==> src/rtl/conv_mac_pkg.sv <==
// -----------------------------------------------------------------------------
// conv_mac_pkg
// Shared constants and types for the convolution multiply-accumulate stage.
// The CM_* constants are the datapath-wide operand/accumulator widths; the
// conv_mac parameters default to them.
//   CM_DATA_BITS     : operand width, signed Q8.8
//   CM_INTERNAL_BITS : accumulator width, signed Q16.16
//   CM_FRAC_BITS     : fractional bits of an operand
//   CM_KERNEL_SIZE   : default number of products per window
// -----------------------------------------------------------------------------
package conv_mac_pkg;

    localparam int CM_DATA_BITS     = 16;
    localparam int CM_INTERNAL_BITS = 32;
    localparam int CM_FRAC_BITS     = 8;
    localparam int CM_KERNEL_SIZE   = 9;

    // ST_ACC : collecting terms of a window (in_ready=1)
    // ST_HOLD: presenting the finished sum (out_valid=1)
    typedef enum logic {
        ST_ACC  = 1'b0,
        ST_HOLD = 1'b1
    } state_e;

    // Term counter width; a one-term kernel still gets a 1-bit counter so
    // no zero-width vectors appear.
    function automatic int cnt_width(input int k);
        return (k > 1) ? $clog2(k) : 1;
    endfunction

endpackage

==> src/rtl/mac_mult.sv <==
// -----------------------------------------------------------------------------
// mac_mult
// Combinational signed DATA_BITS x DATA_BITS multiplier. Kept as its own
// module so a pipelined or DSP-mapped multiplier can replace it.
//   a_i       : signed multiplicand
//   b_i       : signed multiplier
//   product_o : full-precision signed product (2*DATA_BITS bits)
// -----------------------------------------------------------------------------
module mac_mult #(
    parameter int DATA_BITS = 16
) (
    input  logic signed [DATA_BITS-1:0]   a_i,
    input  logic signed [DATA_BITS-1:0]   b_i,
    output logic signed [2*DATA_BITS-1:0] product_o
);

    logic signed [2*DATA_BITS-1:0] a_ext;
    logic signed [2*DATA_BITS-1:0] b_ext;

    // Operands are sign-extended to the product width first; the low
    // 2*DATA_BITS bits of the wide product equal the exact signed product.
    assign a_ext     = (2*DATA_BITS)'(a_i);
    assign b_ext     = (2*DATA_BITS)'(b_i);
    assign product_o = a_ext * b_ext;

endmodule

==> src/rtl/conv_mac.sv <==
// -----------------------------------------------------------------------------
// conv_mac
// Sequential multiply-accumulate stage feeding the Truncate stage. Sums
// KERNEL_SIZE signed Q8.8 pixel*weight products plus a Q8.8 bias into a
// Q16.16 accumulator and presents the sum with a valid/ready handshake.
//
// Handshake: a pair transfers on a rising edge where in_valid && in_ready;
// a result transfers on a rising edge where out_valid && out_ready. Both
// ready/valid outputs are pure decodes of the state register.
//
// Ports:
//   clk, rst_n        : clock, synchronous active-low reset
//   flush             : abort current window (priority over both handshakes)
//   in_valid/in_ready : operand pair handshake
//   pixel, weight     : signed Q8.8 operands
//   bias              : signed Q8.8 bias, used with the first term of a window
//   out_valid/out_ready: result handshake
//   out_data          : signed Q16.16 window sum, stable while out_valid
//   dbg_state, dbg_cnt: FSM state and term counter for observation
// -----------------------------------------------------------------------------
module conv_mac
    import conv_mac_pkg::*;
#(
    parameter int DATA_BITS     = CM_DATA_BITS,
    parameter int INTERNAL_BITS = CM_INTERNAL_BITS,
    parameter int KERNEL_SIZE   = CM_KERNEL_SIZE
) (
    input  logic                                 clk,
    input  logic                                 rst_n,
    input  logic                                 flush,
    input  logic                                 in_valid,
    output logic                                 in_ready,
    input  logic [DATA_BITS-1:0]                 pixel,
    input  logic [DATA_BITS-1:0]                 weight,
    input  logic [DATA_BITS-1:0]                 bias,
    output logic                                 out_valid,
    input  logic                                 out_ready,
    output logic [INTERNAL_BITS-1:0]             out_data,
    output state_e                               dbg_state,
    output logic [cnt_width(KERNEL_SIZE)-1:0]    dbg_cnt
);

    localparam int              CNT_W    = cnt_width(KERNEL_SIZE);
    localparam logic [CNT_W-1:0] CNT_LAST = CNT_W'(KERNEL_SIZE - 1);

    state_e                     state_q, state_d;
    logic [CNT_W-1:0]           cnt_q, cnt_d;
    logic [INTERNAL_BITS-1:0]   acc_q, acc_d;

    logic signed [2*DATA_BITS-1:0] product;
    logic [INTERNAL_BITS-1:0]      prod_ext;
    logic [INTERNAL_BITS-1:0]      bias_ext;
    logic [INTERNAL_BITS-1:0]      acc_base;
    logic [INTERNAL_BITS-1:0]      acc_sum;

    mac_mult #(
        .DATA_BITS (DATA_BITS)
    ) u_mult (
        .a_i       ($signed(pixel)),
        .b_i       ($signed(weight)),
        .product_o (product)
    );

    // Bias is Q8.8; shifting by the fractional width aligns it to Q16.16.
    // The first term of a window starts from the bias instead of the old sum.
    always_comb begin
        prod_ext = INTERNAL_BITS'(product);
        bias_ext = INTERNAL_BITS'($signed(bias)) << CM_FRAC_BITS;
        acc_base = (cnt_q == '0) ? bias_ext : acc_q;
        acc_sum  = acc_base + prod_ext;
    end

    always_comb begin
        state_d = state_q;
        cnt_d   = cnt_q;
        acc_d   = acc_q;
        if (flush) begin
            // acc is left alone: cnt=0 makes the next term restart from bias.
            state_d = ST_ACC;
            cnt_d   = '0;
        end else begin
            case (state_q)
                ST_ACC: begin
                    if (in_valid) begin
                        acc_d = acc_sum;
                        if (cnt_q == CNT_LAST) begin
                            cnt_d   = '0;
                            state_d = ST_HOLD;
                        end else begin
                            cnt_d = cnt_q + CNT_W'(1);
                        end
                    end
                end
                ST_HOLD: begin
                    if (out_ready) begin
                        state_d = ST_ACC;
                    end
                end
                default: state_d = ST_ACC;
            endcase
        end
    end

    always_ff @(posedge clk) begin
        if (!rst_n) begin
            state_q <= ST_ACC;
            cnt_q   <= '0;
            acc_q   <= '0;
        end else begin
            state_q <= state_d;
            cnt_q   <= cnt_d;
            acc_q   <= acc_d;
        end
    end

    assign in_ready  = (state_q == ST_ACC);
    assign out_valid = (state_q == ST_HOLD);
    assign out_data  = acc_q;
    assign dbg_state = state_q;
    assign dbg_cnt   = cnt_q;

endmodule
==> config.mk <==
export PLATFORM = sky130hd
export DESIGN_NAME = conv_mac
export DESIGN_NICKNAME = d
export VERILOG_FILES = /design/src/rtl/conv_mac_pkg.sv /design/src/rtl/mac_mult.sv /design/src/rtl/conv_mac.sv
export SDC_FILE = /design/constraint.sdc
export NUM_CORES = 1
export LEC_CHECK = 0
export BUFFER_PORTS_ARGS = -buffer_cell sky130_fd_sc_hd__buf_2
export CORE_MARGIN = 2
export CORE_UTILIZATION = 40
export DETAILED_ROUTE_END_ITERATION = 10
export GPL_TIMING_DRIVEN = 0
export PLACE_DENSITY = 0.57
export RECOVER_POWER = 100
export SYNTH_ARGS = -nofsm -noshare
export SYNTH_HDL_FRONTEND = slang
export SYNTH_SLANG_ARGS = --single-unit
==> constraint.sdc <==
create_clock -name clk -period 6.35 [get_ports clk]
set_input_delay 0.635 -clock clk [delete_from_list [all_inputs] [get_ports clk]]
set_output_delay 0.635 -clock clk [all_outputs]
set_load 0.1 [all_outputs]
Yosys cells after proc, flatten, opt, wreduce, memory -nomap -nowiden
Cells that the tools add are included.
{ "totals": {"reg_bits": 37, "in_bits": 53, "output_inout_bits": 39, "elab_cells": 20} }
{ "classes": {"addsub": 2, "mul": 1, "eq_ne": 1, "n_mux": 6, "bitwise_logic": 3, "reduce_logical": 4} }
{ "ops": {"columns": ["cell", "count"], "rows": [
  ["$add A32 B32 Y32", 1],
  ["$mul A16 B16 Y32", 1],
  ["$mux W32", 1],
  ["$add A4 B1 Y4 const B", 1],
  ["$eq A4 B4 Y1 const B", 1],
  ["$logic_not A4 Y1", 1],
  ["$mux W4", 1],
  ["$mux W1", 3],
  ["$not A1 Y1", 3],
  ["$reduce_and A3 Y1", 1],
  ["$pmux W1 S2", 1],
  ["$reduce_and A2 Y1", 1],
  ["$reduce_or A2 Y1", 1]
]} }

Depth between registers and ports, before layout
Gate-level depths: netlist of run 1.
{ "logic_depth": {"word_depth": 4, "depth_mapped": 25, "depth_no_buf": 24} }

By module
From an unflattened synthesis of run 1, not the netlist that was laid out.
{ "hier_totals": {"hier_cells": 1591, "area_unflattened_um2": 13457.9} }
{ "modules_own_cells": {"columns": ["mod", "n_inst", "cells_per_inst", "area_each_um2", "seq_area_each_um2"], "rows": [
  ["mac_mult", 1, 1110, 9978.3, 0.0],
  ["conv_mac", 1, 481, 3479.6, 740.7]
]} }

Worst setup path before layout of run 1
Ideal clock, no wire load.
{ "synth_path": {"path_type": "in2reg", "from": "input port weight[1]", "to": "register acc_q[29] (netlist: out_data[29])", "setup_ns": 0.115, "arrival_ns": 6.133, "t_required_ns": 6.235, "setup_slack_ns": 0.102, "path_stages": 22, "n_path_buf": 1, "cell_sequence": "clkbuf_1 nand2_1 inv_1 fa_1 inv_1 fa_1 fa_1 inv_1 fa_1 fa_1 inv_1 fa_1 inv_1 ha_1 a21o_1 a21o_1 a221oi_1 nand4b_1 a41oi_2 xor2_1 o21ai_0 and2_1"} }
{ "synth_via": {"elab_chain_len": 2} }
{ "synth_rtl": {"columns": ["element", "line", "text"], "rows": [
  ["from (decl)", "conv_mac.sv:34", "input logic [DATA_BITS-1:0] weight,"],
  ["$mul A16 B16 Y32", "mac_mult.sv:24", "assign product_o = a_ext * b_ext;"],
  ["$add A32 B32 Y32", "conv_mac.sv:70", "acc_sum = acc_base + prod_ext;"],
  ["to (signal assigned)", "conv_mac.sv:108", "acc_q <= '0;"],
  ["to (signal assigned)", "conv_mac.sv:112", "acc_q <= acc_d;"],
  ["to (decl)", "conv_mac.sv:48", "logic [INTERNAL_BITS-1:0] acc_q, acc_d;"]
]} }
No other way between the ends.
A chain may end at the register's enable or synchronous reset.

Worst setup path after layout of run 1
{ "layout_path": {"from": "input port pixel[10]", "to": "register acc_q[29] (netlist: out_data[29])"} }
{ "layout_via": {"elab_chain_len": 2} }
{ "layout_rtl": {"columns": ["element", "line", "text"], "rows": [
  ["from (decl)", "conv_mac.sv:33", "input logic [DATA_BITS-1:0] pixel,"],
  ["$mul A16 B16 Y32", "mac_mult.sv:24", null],
  ["$add A32 B32 Y32", "conv_mac.sv:70", null]
]} }
No other way between the ends.

==> results.py, run 1 <==
metrics = {
    "clock_tree": {
        "clk_latency_ns": 0.28,
        "cts_tree": "done",
        "clk_pin_slew_ns": 0.06,
        "cts_sinks": 37,
        "root_buffer": "clkbuf_16",
        "clock_path_buffers": 2,
        "htreeDepth": 2,
        "postCtsHoldBufs": 0,
        "numCtsBuffers": 5,
    },
    "sta": {
        "max_slew_margin_pct": 21.4,
        "finalSetupTns_ns": 0,
        "finalSetupViolCount": 0,
        "fin_worst_skew_ns": 0.00657,
        "period_needed_ns": 6.19,
        "fin_ws_ns": 0.157,
        "rsz0062_at_grt": "yes",
        "tightest_slew_ns": 1.18,
        "max_freq_ghz": 0.161,
        "report.final.hold_viol_count": 0,
        "fin_crit_sh_pct": 97.5,
        "drv_slew": 0,
        "fin_hold_ws_ns": 0.478,
    },
    "worst_setup_path": {
        "reg2reg_to": "out_data[29]",
        "path_cells": "buf_4 -> clkbuf_8 -> nand2_1 -> fa_1 -> fa_1 -> fa_1 -> fa_1 -> inv_1 -> fa_1 -> inv_1 -> fa_1 -> inv_1 -> ha_2 -> a211oi_4 -> o21bai_2 -> o311ai_4 -> nand4b_1 -> a41oi_2 -> xor2_1 -> o21ai_0 -> and2_1",
        "crit_top_cell": "fa_1",
        "cp_data_arrival_time_ns": 6.37,
        "slowest_stage": "fa_1",
        "rr_worst_depth": 22,
        "crit_path_max_fanout": 10,
        "cp_top_family": "adder cells",
        "end_kind": "register",
        "regToRegStartpoint": "dbg_cnt[0]",
        "r2r_slack_ns": 0.25,
        "critical_path.endpoint": "out_data[29]",
        "worstPathRequired_ns": 6.52,
        "start_kind": "input port",
        "worst_path_largest_cell_delay_ns": 0.58,
        "path_buf_inv": 5,
        "critPathLaunch": "pixel[10]",
        "crit_type": "in -> reg",
        "cp_num_cells": 21,
    },
    "floorplan": {
        "dieWidth_um": 182,
        "die_area_um2": 33000,
        "start_util_pct": 40.4,
        "ios": 92,
        "coreArea_um2": 31300,
        "placementRows": 65,
        "die_y_um": 182,
    },
    "route": {
        "dr.first_iter.drc_count": 505,
        "drc": 0,
        "antenna_left": 0,
        "vias": 9431,
        "drtPass1Iterations": 5,
        "viasPerCell": 4.92,
        "drt_wl_total_um": 32300,
        "wl_per_cell_um": 16.9,
    },
    "synth": {
        "synth.top_cell.area_share_pct": 46.2,
        "synthArstFlopShare_pct": 0,
        "syn_avg_cell_area_um2": 8.90,
        "synthTopCellsByArea": "fa_1 (46%), inv_1 (11%), ha_1 (9.9%)",
        "synth_edf_count": 0,
        "synth_nets": 1865,
        "syn_inst": 1420,
        "synth_top_area_cell": "fa_1",
        "synth.most_common_cell": "inv_1",
        "ys_types": 55,
        "synth-seq-cells": 37,
        "synth_area_um2": 12600,
        "ys_top_cells_by_count": "inv_1 (354), fa_1 (292), nand2_1 (199)",
        "yosys_warnings": 0,
        "synth_ff_type": "dfxtp_1",
        "yosysSeqAreaShare_pct": 5.86,
    },
    "finish": {
        "area_growth_pct": 11.1,
        "fin_nets": 1959,
        "fin_util_pct": 44.9,
        "n_fill_cell": 3174,
        "drive_gt1_share_pct": 8.51,
    },
    "place": {
        "dp_hpwl_um": 29300,
        "io_buffers": 90,
        "gp_congestion": 0.863,
        "dp_slack_ns": -0.826,
    },
    "global_route": {
        "grt_overflow": 0,
        "met2_usage_pct": 36.3,
        "grt_start_max_net_pins": 17,
        "grt_pass1_vias": 9829,
        "busiest_layer": "met2",
        "track_usage_pct": 20.6,
        "grt_antenna_before_repair": 2,
        "met1_usage_pct": 27.8,
        "global_route.usage.met3_pct": 2.19,
        "grt_pass1_wl_um": 52400,
    },
    "job": {
        "maxCapViolations": 0,
    },
    "run_status": {
        "status": "completed",
    },
    "worst_hold_path": {
        "hold_class": "reg -> reg",
    },
}
[cells in the final DEF (no fill, tap or decap), types with 5 or more instances in the layout]
| cell type | n |
|---|---|
| a21boi_0 | 7 |
| xor2_1 | 13 |
| nor2_1 | 28 |
| nand4_1 | 5 |
| buf_4 | 14 |
| a21o_1 | 17 |
| clkbuf_2 | 5 |
| xnor2_1 | 27 |
| buf_2 | 53 |
| nand3_1 | 15 |
| a21oi_1 | 28 |
| clkbuf_4 | 6 |
| dfxtp_1 | 37 |
| clkbuf_1 | 52 |
| ha_1 | 94 |
| o21ai_0 | 16 |
| and2_1 | 144 |
| nand2b_1 | 12 |
| fa_1 | 289 |
| o21ai_1 | 9 |
| clkbuf_16 | 5 |
| nand2_1 | 198 |
| inv_1 | 353 |
[layout make-up]
cell class	instances	area, um2	share of cell area (%)
clock buffer	7	143	1.02
multi-input combinational	979	10600	75.3
clock inverter	1	30.0	0.214
timing repair buffer	97	467	3.32
sequential	37	741	5.27
tap	402	503	3.58
inverter	354	1330	9.46
antenna	1	2.50	0.0178
buffer	40	259	1.84
[registers in the layout (all words and copies together) (netlist names)]
name       flops
out_data      32
dbg_cnt        4
dbg_state      1
[how the worst min path moves through the flow]
stage / startpoint / to / slack (ns) / depth (start not counted)
2_1_floorplan: out_ready / dbg_state / 0.82 / 2
3_3_place_gp: out_data[25] / out_data[25] / 0.46 / 2
3_5_place_dp: out_data[26] / out_data[26] / 0.46 / 2
4_1_cts: out_data[26] / out_data[26] / 0.48 / 2
5_1_grt: out_data[30] / out_data[30] / 0.50 / 2
6_report: out_data[5] / out_data[5] / 0.48 / 2
[repair_timing]
item | in CTS | in global routing
endpoints found under the setup margin | 17 | 17
pin swaps | 3 | 16
gates resized for setup | 40 | 76
setup buffers | 1 | 6
gates cloned | 0 | 0
[stage by stage]
step | std cells | cell area, um2
2_1_floorplan | 1420 | 12600
3_5_place_dp | 1912 | 13600
6_report | 1918 | 14000
3_3_place_gp | 1912 | 13600
4_1_cts | 1915 | 13900
5_1_grt | 1917 | 14000
[kinds of logic after synthesis]
family,after synthesis,share of synthesized area [%]
muxes,1,0.0792
buffers and inverters,404,12.1
adders and majority gates,392,56.1
DFF,37,5.86
and+or+nand+nor,432,16.9
AOI/OAI and AO/OA,114,6.26
xor gates and xnor gates,40,2.77
[worst register-to-register path, cell delays in order (launching register included)]
cell and delay, ns:
dfxtp_1 0.35, inv_1 0.07, ha_1 0.18, or3b_1 0.48, buf_2 0.23, nand2_1 0.09, nand2_1 0.13, ha_1 0.36
fa_1 0.44, fa_1 0.52, fa_1 0.55, inv_1 0.05, fa_1 0.49, inv_1 0.05, ha_2 0.30, a211oi_4 0.32
o21bai_2 0.14, o311ai_4 0.33, nand4b_1 0.20, a41oi_2 0.28, xor2_1 0.18, o21ai_0 0.08, and2_1 0.17
[routing by layer]
| metal | part of all wire [%] | routed length [um] |
|---|---|---|
| met1 | 41 | 13200 |
| met2 | 52 | 16900 |
| met3 | 5.0 | 1610 |
| met4 | 1.9 | 629 |
| met5 | 0 | 0 |
Power of run 1 is left out: the tool's default activity adds up to more than one toggle a clock period on the data nets, which glitch-free logic cannot reach.
==> run 2: changes to the inputs <==
RECOVER_POWER = 25   (was 100)
==> results.py, run 2 (synthesis gave the netlist of run 1 again) <==
metrics = {
    "worst_setup_path": {
        "start_kind": "input port",
        "worstPathRequired_ns": 6.53,
        "cp_data_arrival_time_ns": 6.39,
        "crit_path_max_fanout": 10,
        "crit_type": "in -> reg",
        "end_kind": "register",
    },
    "global_route": {
        "track_usage_pct": 20.6,
        "grt_overflow": 0,
        "grt_start_max_net_pins": 17,
        "grt_antenna_before_repair": 2,
        "grt_pass1_vias": 9829,
        "grt_pass1_wl_um": 52400,
    },
    "place": {
        "io_buffers": 90,
        "dp_hpwl_um": 29300,
        "placed_area_um2": 13600,
        "gp_congestion": 0.863,
    },
    "finish": {
        "fin_area_um2": 14100,
        "area_growth_pct": 11.4,
        "largest_reg_flops": 32,
        "multi_input_area_um2": 10600,
        "fin_util_pct": 45.0,
        "final_cell_mix": "inv_1 (353), fa_1 (289), nand2_1 (198)",
        "seqCellArea_um2": 741,
        "final_common_cell": "inv_1",
        "drive_gt1_share_pct": 10.4,
        "fin_nets": 1959,
        "n_fill_cell": 3165,
    },
    "sta": {
        "rsz0062_at_grt": "yes",
        "period_needed_ns": 6.21,
        "report.final.hold_viol_count": 0,
        "max_slew_margin_pct": 21.9,
        "drv_slew": 0,
        "finalSetupViolCount": 0,
        "finalSetupTns_ns": 0,
        "fin_hold_ws_ns": 0.478,
        "tightest_slew_ns": 1.18,
        "fin_crit_sh_pct": 97.8,
        "fin_worst_skew_ns": 0.00695,
        "max_freq_ghz": 0.161,
    },
    "floorplan": {
        "die_area_um2": 33000,
        "dieWidth_um": 182,
        "die_y_um": 182,
        "start_util_pct": 40.4,
        "ios": 92,
        "coreArea_um2": 31300,
        "placementRows": 65,
    },
    "route": {
        "drtPass1Iterations": 5,
        "wl_per_cell_um": 16.8,
        "drc": 0,
        "viasPerCell": 4.92,
        "dr.first_iter.drc_count": 438,
        "drt_wl_total_um": 32300,
        "vias": 9438,
        "antenna_left": 0,
    },
    "worst_hold_path": {
        "hold_class": "reg -> reg",
    },
    "run_status": {
        "status": "completed",
    },
    "clock_tree": {
        "clock_path_buffers": 2,
        "numCtsBuffers": 5,
        "root_buffer": "clkbuf_16",
        "htreeDepth": 2,
        "cts_sinks": 37,
        "clk_latency_ns": 0.28,
        "cts_tree": "done",
        "clk_pin_slew_ns": 0.06,
        "postCtsHoldBufs": 0,
    },
    "job": {
        "maxCapViolations": 0,
    },
}
==> run 2: cell types whose count changed in the layout (fill, tap and decap cells not counted) <==
cell,delta
buf_2,+26
clkbuf_1,-26
and2_0,-4
and2_1,+4
o211ai_1,-1
o211ai_2,+1
or3b_1,-1
or3b_4,+1
==> run 2: worst max-delay path, cell delays in order <==
cell,delay [ns]
buf_4,0.17
clkbuf_8,0.21
nand2_1,0.09
fa_1,0.54
fa_1,0.58
fa_1,0.45
fa_1,0.57
inv_1,0.05
fa_1,0.48
inv_1,0.05
fa_1,0.49
inv_1,0.05
ha_2,0.29
a211oi_4,0.32
o21bai_2,0.14
o311ai_4,0.33
nand4b_1,0.20
a41oi_2,0.28
xor2_1,0.18
o21ai_0,0.09
and2_1,0.18
==> run 2: path summary, 6_finish.rpt <==
check                                  from      endpoint  slack, ns  cells past startpoint
worst max-delay path              pixel[10]  out_data[29]       0.14                     21
worst min-delay path            out_data[5]   out_data[5]       0.48                      2
worst min register to register  out_data[5]   out_data[5]       0.48                      2
worst max register to register   dbg_cnt[0]  out_data[29]       0.32                     22
==> run 2: what timing repair did <==
item                       CTS  global route
setup endpoints to repair   17            17
pin swaps                    3            16
gates resized for setup     40            76
buffers inserted             1             6
==> run 2: per-layer routing <==
metal  routed length (um)  vias to the layer above  global-route usage (%)
li1                     -                     4362                       -
met1                13300                     4858                    27.8
met2                16900                      187                    36.3
met3                 1520                       31                    2.19
met4                  597                        0                    3.54
met5                    0                        -                       0
==> run 2: final cells by class <==
type,instances,area share (%)
multi-input combinational,979,75.1
sequential,37,5.26
antenna,1,0.0178
clock inverter,1,0.213
timing repair buffer,97,3.54
inverter,354,9.43
tap,402,3.57
buffer,40,1.84
clock buffer,7,1.01
==> run 2: through the flow <==
stage          std cells  worst slack [ns]
6_report            1918             0.137
5_1_grt             1917           -0.0182
4_1_cts             1915           0.00167
3_3_place_gp        1912            -0.811
2_1_floorplan       1420             0.102
3_5_place_dp        1912            -0.826
Power of run 2 is left out for the same reason.
